<file path="config.mk">
export PLATFORM = sky130hd
export DESIGN_NAME = alu_operand_stage_flat
export DESIGN_NICKNAME = d
export VERILOG_FILES = /design/src/rtl/alu_operand_stage_if.sv /design/src/rtl/alu_operand_stage.sv /design/src/flat_wrapper.sv
export SDC_FILE = /design/constraint.sdc
export NUM_CORES = 2
export LEC_CHECK = 0
export CAP_MARGIN = 20
export CORE_ASPECT_RATIO = 1.1
export CORE_UTILIZATION = 50
export CTS_CLUSTER_SIZE = 28
export DETAILED_ROUTE_END_ITERATION = 6
export GPL_TIMING_DRIVEN = 0
export PLACE_DENSITY = 0.65
export SYNTH_ARGS = -nofsm -noshare
export SYNTH_HDL_FRONTEND = slang
export SYNTH_SLANG_ARGS = --single-unit
</file>
<file path="constraint.sdc">
create_clock -name clk -period 47.8 [get_ports clk]
set_input_delay 14.34 -clock clk [delete_from_list [all_inputs] [get_ports clk]]
set_output_delay 14.34 -clock clk [all_outputs]
set_load 0.1 [all_outputs]
</file>
<file path="src/rtl/alu_operand_stage_if.sv">
// Handshake, operand and writeback bundle between decode, the operand stage and execute.
// Optional forwarding port group is present when ALU_OPSTAGE_FWD_EN is defined.
interface alu_operand_stage_if #(
  parameter int unsigned XLEN = 32,
  parameter int unsigned AW   = 5
);
  logic            in_valid;
  logic            in_ready;
  logic [AW-1:0]   rs1;
  logic [AW-1:0]   rs2;
  logic [XLEN-1:0] imm;
  logic            use_imm;
  logic [3:0]      funct_in;
  logic [AW-1:0]   rd_in;
  logic            flush;
  logic            wb_en;
  logic [AW-1:0]   wb_addr;
  logic [XLEN-1:0] wb_data;
  logic            out_valid;
  logic            out_ready;
  logic [XLEN-1:0] a;
  logic [XLEN-1:0] b;
  logic [3:0]      funct;
  logic [AW-1:0]   rd_out;
`ifdef ALU_OPSTAGE_FWD_EN
  logic            fwd_valid;
  logic [AW-1:0]   fwd_rd;
  logic [XLEN-1:0] fwd_data;
`endif

  modport slave (
    input  in_valid, rs1, rs2, imm, use_imm, funct_in, rd_in, flush,
    input  wb_en, wb_addr, wb_data, out_ready,
`ifdef ALU_OPSTAGE_FWD_EN
    input  fwd_valid, fwd_rd, fwd_data,
`endif
    output in_ready, out_valid, a, b, funct, rd_out
  );

  modport master (
    output in_valid, rs1, rs2, imm, use_imm, funct_in, rd_in, flush,
    output wb_en, wb_addr, wb_data, out_ready,
`ifdef ALU_OPSTAGE_FWD_EN
    output fwd_valid, fwd_rd, fwd_data,
`endif
    input  in_ready, out_valid, a, b, funct, rd_out
  );
endinterface

</file>
<file path="src/rtl/alu_operand_stage.sv">
// Operand-fetch stage: register file read with writeback bypass, one-deep output buffer.
// Define ALU_OPSTAGE_FWD_EN to add an execute-result forwarding path ahead of the bypass.
module alu_operand_stage #(
  parameter int unsigned XLEN = 32,
  parameter int unsigned AW   = 5
) (
  input logic clk,
  input logic rst,
  alu_operand_stage_if.slave bus
);
  localparam int unsigned NREG = 2 ** AW;

  logic [XLEN-1:0] regs [NREG];
  logic [XLEN-1:0] rs1_val;
  logic [XLEN-1:0] rs2_val;
  logic            in_ready_c;
  logic            accept_c;

  logic            out_valid_q;
  logic [XLEN-1:0] a_q;
  logic [XLEN-1:0] b_q;
  logic [3:0]      funct_q;
  logic [AW-1:0]   rd_q;

  // Read ports: x0 is zero, then forwarding (optional), then writeback bypass, then file.
  always_comb begin
    rs1_val = '0;
    rs2_val = '0;
    if (bus.rs1 != '0) begin
      rs1_val = regs[bus.rs1];
      if (bus.wb_en && bus.wb_addr == bus.rs1) rs1_val = bus.wb_data;
`ifdef ALU_OPSTAGE_FWD_EN
      if (bus.fwd_valid && bus.fwd_rd == bus.rs1) rs1_val = bus.fwd_data;
`endif
    end
    if (bus.rs2 != '0) begin
      rs2_val = regs[bus.rs2];
      if (bus.wb_en && bus.wb_addr == bus.rs2) rs2_val = bus.wb_data;
`ifdef ALU_OPSTAGE_FWD_EN
      if (bus.fwd_valid && bus.fwd_rd == bus.rs2) rs2_val = bus.fwd_data;
`endif
    end
  end

  always_comb begin
    in_ready_c = (!out_valid_q || bus.out_ready) && !bus.flush;
    accept_c   = bus.in_valid && in_ready_c;
  end

  // Output buffer; flush suppresses accept through in_ready and then drops the entry.
  always_ff @(posedge clk or posedge rst) begin
    if (rst) begin
      out_valid_q <= 1'b0;
      a_q         <= '0;
      b_q         <= '0;
      funct_q     <= '0;
      rd_q        <= '0;
    end else if (accept_c) begin
      out_valid_q <= 1'b1;
      a_q         <= rs1_val;
      b_q         <= bus.use_imm ? bus.imm : rs2_val;
      funct_q     <= bus.funct_in;
      rd_q        <= bus.rd_in;
    end else if (bus.flush || bus.out_ready) begin
      out_valid_q <= 1'b0;
    end
  end

  // Register file; writeback ignores the handshake and flush, entry 0 never written.
  always_ff @(posedge clk or posedge rst) begin
    if (rst) begin
      for (int i = 0; i < int'(NREG); i++) regs[i] <= '0;
    end else if (bus.wb_en && bus.wb_addr != '0) begin
      regs[bus.wb_addr] <= bus.wb_data;
    end
  end

  assign bus.in_ready  = in_ready_c;
  assign bus.out_valid = out_valid_q;
  assign bus.a         = a_q;
  assign bus.b         = b_q;
  assign bus.funct     = funct_q;
  assign bus.rd_out    = rd_q;
endmodule

</file>
<file path="src/flat_wrapper.sv">
// flat-port wrapper written by rule: the top's interface ports become plain ports
module alu_operand_stage_flat 
#(
  parameter int unsigned XLEN = 32,
  parameter int unsigned AW   = 5
)
  (clk, rst, bus_in_valid, bus_rs1, bus_rs2, bus_imm, bus_use_imm, bus_funct_in, bus_rd_in, bus_flush, bus_wb_en, bus_wb_addr, bus_wb_data, bus_out_ready, bus_in_ready, bus_out_valid, bus_a, bus_b, bus_funct, bus_rd_out);
  alu_operand_stage_if #(.XLEN(XLEN), .AW(AW)) bus_i ();
  input logic clk;
  input logic rst;
  input wire logic [$bits(bus_i.in_valid)-1:0] bus_in_valid;
  input wire logic [$bits(bus_i.rs1)-1:0] bus_rs1;
  input wire logic [$bits(bus_i.rs2)-1:0] bus_rs2;
  input wire logic [$bits(bus_i.imm)-1:0] bus_imm;
  input wire logic [$bits(bus_i.use_imm)-1:0] bus_use_imm;
  input wire logic [$bits(bus_i.funct_in)-1:0] bus_funct_in;
  input wire logic [$bits(bus_i.rd_in)-1:0] bus_rd_in;
  input wire logic [$bits(bus_i.flush)-1:0] bus_flush;
  input wire logic [$bits(bus_i.wb_en)-1:0] bus_wb_en;
  input wire logic [$bits(bus_i.wb_addr)-1:0] bus_wb_addr;
  input wire logic [$bits(bus_i.wb_data)-1:0] bus_wb_data;
  input wire logic [$bits(bus_i.out_ready)-1:0] bus_out_ready;
  output wire logic [$bits(bus_i.in_ready)-1:0] bus_in_ready;
  output wire logic [$bits(bus_i.out_valid)-1:0] bus_out_valid;
  output wire logic [$bits(bus_i.a)-1:0] bus_a;
  output wire logic [$bits(bus_i.b)-1:0] bus_b;
  output wire logic [$bits(bus_i.funct)-1:0] bus_funct;
  output wire logic [$bits(bus_i.rd_out)-1:0] bus_rd_out;
  assign bus_i.in_valid = bus_in_valid;
  assign bus_i.rs1 = bus_rs1;
  assign bus_i.rs2 = bus_rs2;
  assign bus_i.imm = bus_imm;
  assign bus_i.use_imm = bus_use_imm;
  assign bus_i.funct_in = bus_funct_in;
  assign bus_i.rd_in = bus_rd_in;
  assign bus_i.flush = bus_flush;
  assign bus_i.wb_en = bus_wb_en;
  assign bus_i.wb_addr = bus_wb_addr;
  assign bus_i.wb_data = bus_wb_data;
  assign bus_i.out_ready = bus_out_ready;
  assign bus_in_ready = bus_i.in_ready;
  assign bus_out_valid = bus_i.out_valid;
  assign bus_a = bus_i.a;
  assign bus_b = bus_i.b;
  assign bus_funct = bus_i.funct;
  assign bus_rd_out = bus_i.rd_out;
  alu_operand_stage #(.XLEN(XLEN), .AW(AW)) u_core (.clk(clk), .rst(rst), .bus(bus_i));
endmodule
</file>
Word-level counts from Yosys, hierarchy flattened:

Index checks and enable logic that the tools add are counted.

* memory bits (read-only): 0
* output and inout port bits: 75
* flip-flop bits (word level): 1098
* RAM bits: 0
* logic and storage cells: 76
* memories kept: 0
* latch bits: 0
* bits of input ports: 95

* div/mod/pow operators: 0
* add/sub/neg operators: 0
* $lt $le $gt $ge: 4
* multiplexer cells: 16
* equality and inequality tests: 2
* reduce and logical (&&, ||, !) cells: 14
* multiply operators: 0
* shift-type cells: 0
* bitwise logic cells: 3

Operators by type and width (count)
* bitwise mux 1024 bit: 1
* binary-select mux 32 bit (select 5 bit): 2
* two-way mux 32 bit: 10
* demux 32 bit (select 5 bit): 1
* >= comparator 6 bit (second input constant): 3
* NOT 5 -> 6 bit: 3
* nonzero test 5 bit: 3
* equality test 5 bit: 2
* logical AND 1 bit: 6
* less-than comparator 6 x 1 -> 1 bit (second input constant): 1
* logical NOT 1 bit: 2
* logical OR 1 bit: 2
* two-way mux 1 bit: 2
* nonzero test 2 bit: 1

Longest topological paths before layout:

* depth after elaboration: 7
* mapped depth: 10

Worst setup path before layout:

Ideal clock, no wire load.

* path type: input to output
* start: input port bus_out_ready
* end: output port bus_in_ready
* stages: 2
* data required time: 33.460 ns
* data arrival time: 15.664 ns
* buffers on the path: 0
* setup slack: 17.796 ns
* cell sequence: nor2b_1 -> nor2_1

* cells in the longest elaborated chain, start to end: 2

Ends and longest elaborated chain
* start: declaration: line flat_wrapper.sv:22 `input wire logic [$bits(bus_i.out_ready)-1:0] bus_out_ready;`
* logical OR 1 bit: line alu_operand_stage.sv:46 `in_ready_c = (!out_valid_q || bus.out_ready) && !bus.flush;`
* logical AND 1 bit: line alu_operand_stage.sv:46
* end: declaration: line flat_wrapper.sv:23 `output wire logic [$bits(bus_i.in_ready)-1:0] bus_in_ready;`

Every way passes these cells.

Worst setup path after layout:

Ends and elaborated chain as after synthesis.

==> key figures <==
Worst setup path
  – Flop2flop setup slack: 44.63 ns
  – Crit-path max FO: 2
  – End of the worst register-to-register path: u_core.bus.a[14]
  – Critical R2R Launch: u_core.bus.out_valid
  – Data required, critical path: 33.46 ns
  – Worst R2R Path Depth: 7
  – Worst Path Class, Setup: input port to primary output
  – CP Capture Type: primary output
  – Category of the worst setup path launch point: input port
  – CP arrival: 16.16 ns

Clock network
  – Number of buffers added by the clock tree synthesis step: 117
  – TritonCTS clock tree: built
  – CTS hold repair buffers: 0
  – Clock network latency to the later pin of the worst-skew pair: 0.76 ns
  – Sinks on the clock net: 1098
  – Count of buffers added by post-CTS timing repair for setup: 0
  – H-tree level count: 3
  – CTS resizes: 0
  – Clock Root Buffer: sky130_fd_sc_hd__clkbuf_16
  – Clock Tree Buf Depth: 3
  – Clock Pin Slew Worst Setup and Hold Paths: 0.06 ns

Yosys
  – Area share of the leading cell type in the synthesized netlist: 0.471
  – Number of synthesized flops with an enable pin: 0
  – Leading post-synthesis cells by cell area: sky130_fd_sc_hd__dfrtp_1, sky130_fd_sc_hd__mux2_2, sky130_fd_sc_hd__mux4_2, sky130_fd_sc_hd__mux2i_1, sky130_fd_sc_hd__a221oi_1
  – Parity-gate share of the synthesized area counting xor and xnor cells: 0.00150
  – Sequential fraction of the synthesis area: 0.471
  – Yosys warns: 0
  – Net count after synthesis: 4225
  – Ys async rst share: 1.00
  – Multiplexer share of the synthesized area: 0.393
  – Most area-hungry cell type in the Yosys netlist: sky130_fd_sc_hd__dfrtp_1
  – Synth Area per Inst: 14.1 µm²
  – Yosys reg bits: 1098
  – Post-Synth Adder-Cell Area: 0
  – Cells after Synth: 4130
  – Post-Synthesis Cell Area: 0.0583 mm²
  – Area share of and/or/nand/nor cells after synthesis: 0.0162
  – Synth Flop Type: sky130_fd_sc_hd__dfrtp_1
  – Unique masters post-synth: 57
  – Main combinational cell family by area after synthesis: multiplexers
  – Synthesized-area fraction occupied by ao, oa, aoi and oai cells: 0.0798

Run
  – Max_cap viols: 0

Die
  – Chip height: 360 µm
  – Area enclosed by the die boundary: 0.118 mm²
  – Number of top-level design ports: 170
  – Die width: 328 µm
  – Total number of placement rows: 131
  – Core Region: 0.116 mm²
  – Initial Utilization: 0.504

Run status
  – Run status: finished clean

Routing
  – Highest metal layer with signal wires: met5
  – Sum of routed wire segments on met1: 91.8 mm
  – DRC viols: 0
  – Routed length on met3: 33.7 mm
  – First-pass iteration count of the detailed router: 7
  – Drt total wl: 240 mm
  – Detail-routed net length per standard cell: 39.4 µm
  – Vias per std cell: 7.04
  – Post-DRT Antenna Nets: 0
  – Number of design-rule violations left by the first detailed-router iteration: 5900
  – Total met2 wirelength after detailed routing: 98.7 mm
  – Number of vias after detailed routing: 42800

Cells and area
  – Signed area change from the synthesized netlist to the final layout: 14.0%
  – Commonest cells after routing, fill and taps aside: sky130_fd_sc_hd__dfrtp_1, sky130_fd_sc_hd__mux2_2, sky130_fd_sc_hd__mux2i_1
  – Leading cell type in the layout, fill and taps excluded: sky130_fd_sc_hd__dfrtp_1
  – Number of nets in the finished design: 4535
  – Fraction of layout instances using a drive strength above 1: 0.387

Timing
  – Time the final worst path needs with I/O delays and setup: 30.50 ns
  – Setup violators final: 0
  – Clock Skews: 0.0198 ns
  – Worst slew slack as a fraction of its limit: 0.115
  – Total count of max-transition violations in the final report: 0
  – Share of the clock period used by the worst path: 0.638
  – Slew at the pin closest to its max-slew limit: 1.33 ns
  – Final critical-path setup slack: 17.30 ns
  – Final hold vios: 0
  – Unrepaired setup endpoints after global routing: false
  – Total Negative Setup Slacks: 0 ns
  – Peak clock frequency supported by timing: 32.8 MHz

Global routing
  – Antenna violations before repair: 11
  – Largest net degree at the start of global routing: 125
  – Global route overflow: 0
  – Wire length of the first global-routing pass: 330 mm
  – Vias in the first global route: 41400
  – Global routing usage summed across all routing layers: 0.406

Power
  – Power density of the placed cells: 43.8 mW/mm²
  – Largest vdd supply drop: 0.0000313 V
  – Total power of the final layout: 0.00291 W
  – Leakage power of the design: 28.7 nW

Place
  – Quantity of I/O buffers inserted on ports: 157
  – Post-Place Setup Slack: 17.32 ns
  – Post-detail-place hpwl: 175 mm
  – Final Wtd Congestion: 1.04

Hold path
  – Launch point of the worst hold path: u_core.bus.funct[0]
  – End of the worst hold path: u_core.bus.funct[0]
  – Number of cells on the worst hold path: 2
  – Path class of the lowest-slack min-delay path: flip-flop to flip-flop
[cell usage after synthesis (all sizes together), types with 18 or more instances]
| cell | number |
|---|---|
| a21oi | 93 |
| a221o | 32 |
| a221oi | 128 |
| a22oi | 93 |
| buf | 207 |
| clkbuf | 259 |
| dfrtp | 1098 |
| mux2 | 1035 |
| mux2i | 384 |
| mux4 | 330 |
| nand2 | 64 |
| nand3 | 20 |
| nor2 | 27 |
| nor2b | 26 |
| o21ai | 94 |
| o221ai | 19 |
| o22a | 21 |
| o22ai | 18 |
| o32a | 32 |
[layout make-up]
type,instances,area [µm²]
fillers,9484,49300
plain buffers,466,2190
repair buffers,191,2210
clock buffers,182,3610
diodes,14,35.0
flip-flops and latches,1098,27500
clock inverters,35,355
multi-input cells,2562,28600
well taps,1529,1910
inverters,4,22.5
[per-layer routing]
layer,vias up,track usage
met2,2897,0.553
met3,653,0.172
li1,16600,-
met5,-,0.00861
met4,6,0.223
met1,22600,0.542
[power by group]
group	total [W]	leakage [nW]	switching [W]	internal (W)
logic	0.000704	12.7	0.000379	0.000324
registers	0.00125	14.0	0.000146	0.00111
clock network	0.000954	1.97	0.000402	0.000552
[worst max-delay path: stages]
cell and delay (ns):
sky130_fd_sc_hd__clkdlybuf4s50_1 0.49, sky130_fd_sc_hd__nor2b_1 0.06, sky130_fd_sc_hd__nor2_1 0.12, sky130_fd_sc_hd__clkdlybuf4s50_1 1.15
[kinds of logic after synthesis]
family	Yosys count
AND/OR/NAND/NOR	189
XOR/XNOR	10
buffers and inverters	470
flip-flops	1098
multiplexers	1749
AO/OA/AOI/OAI	614
[flip-flops by register name (all words and copies together) (netlist names)]
signal	flops
u_core.bus.rd_out	5
u_core.regs	1024
u_core.bus.funct	4
u_core.bus.a	32
u_core.bus.b	32
u_core.bus.out_valid	1
[worst max-delay path by stage]
stage                   from  cells past startpoint                to  slack, ns
3_3_place_gp             rst                      2  u_core.regs[874]     -11.24
4_1_cts        bus_out_ready                      4      bus_in_ready      17.30
3_5_place_dp   bus_out_ready                      4      bus_in_ready      17.32
6_report       bus_out_ready                      4      bus_in_ready      17.30
2_1_floorplan            rst                      1   u_core.bus.a[0]       2.55
5_1_grt        bus_out_ready                      4      bus_in_ready      17.22
[metrics by stage]
step / cells / instance area [µm²] / hold slack, ns / utilization
global placement: 5816 / 61800 / 0.458 / 0.534
detailed placement: 5845 / 62300 / 0.464 / 0.539
CTS: 6062 / 66300 / 0.480 / 0.573
global route: 6068 / 66400 / 0.494 / 0.574
finish: 6081 / 66400 / 0.476 / 0.574
floorplan: 4130 / 58300 / 0.441 / -
(Power assumes the default switching activity.)
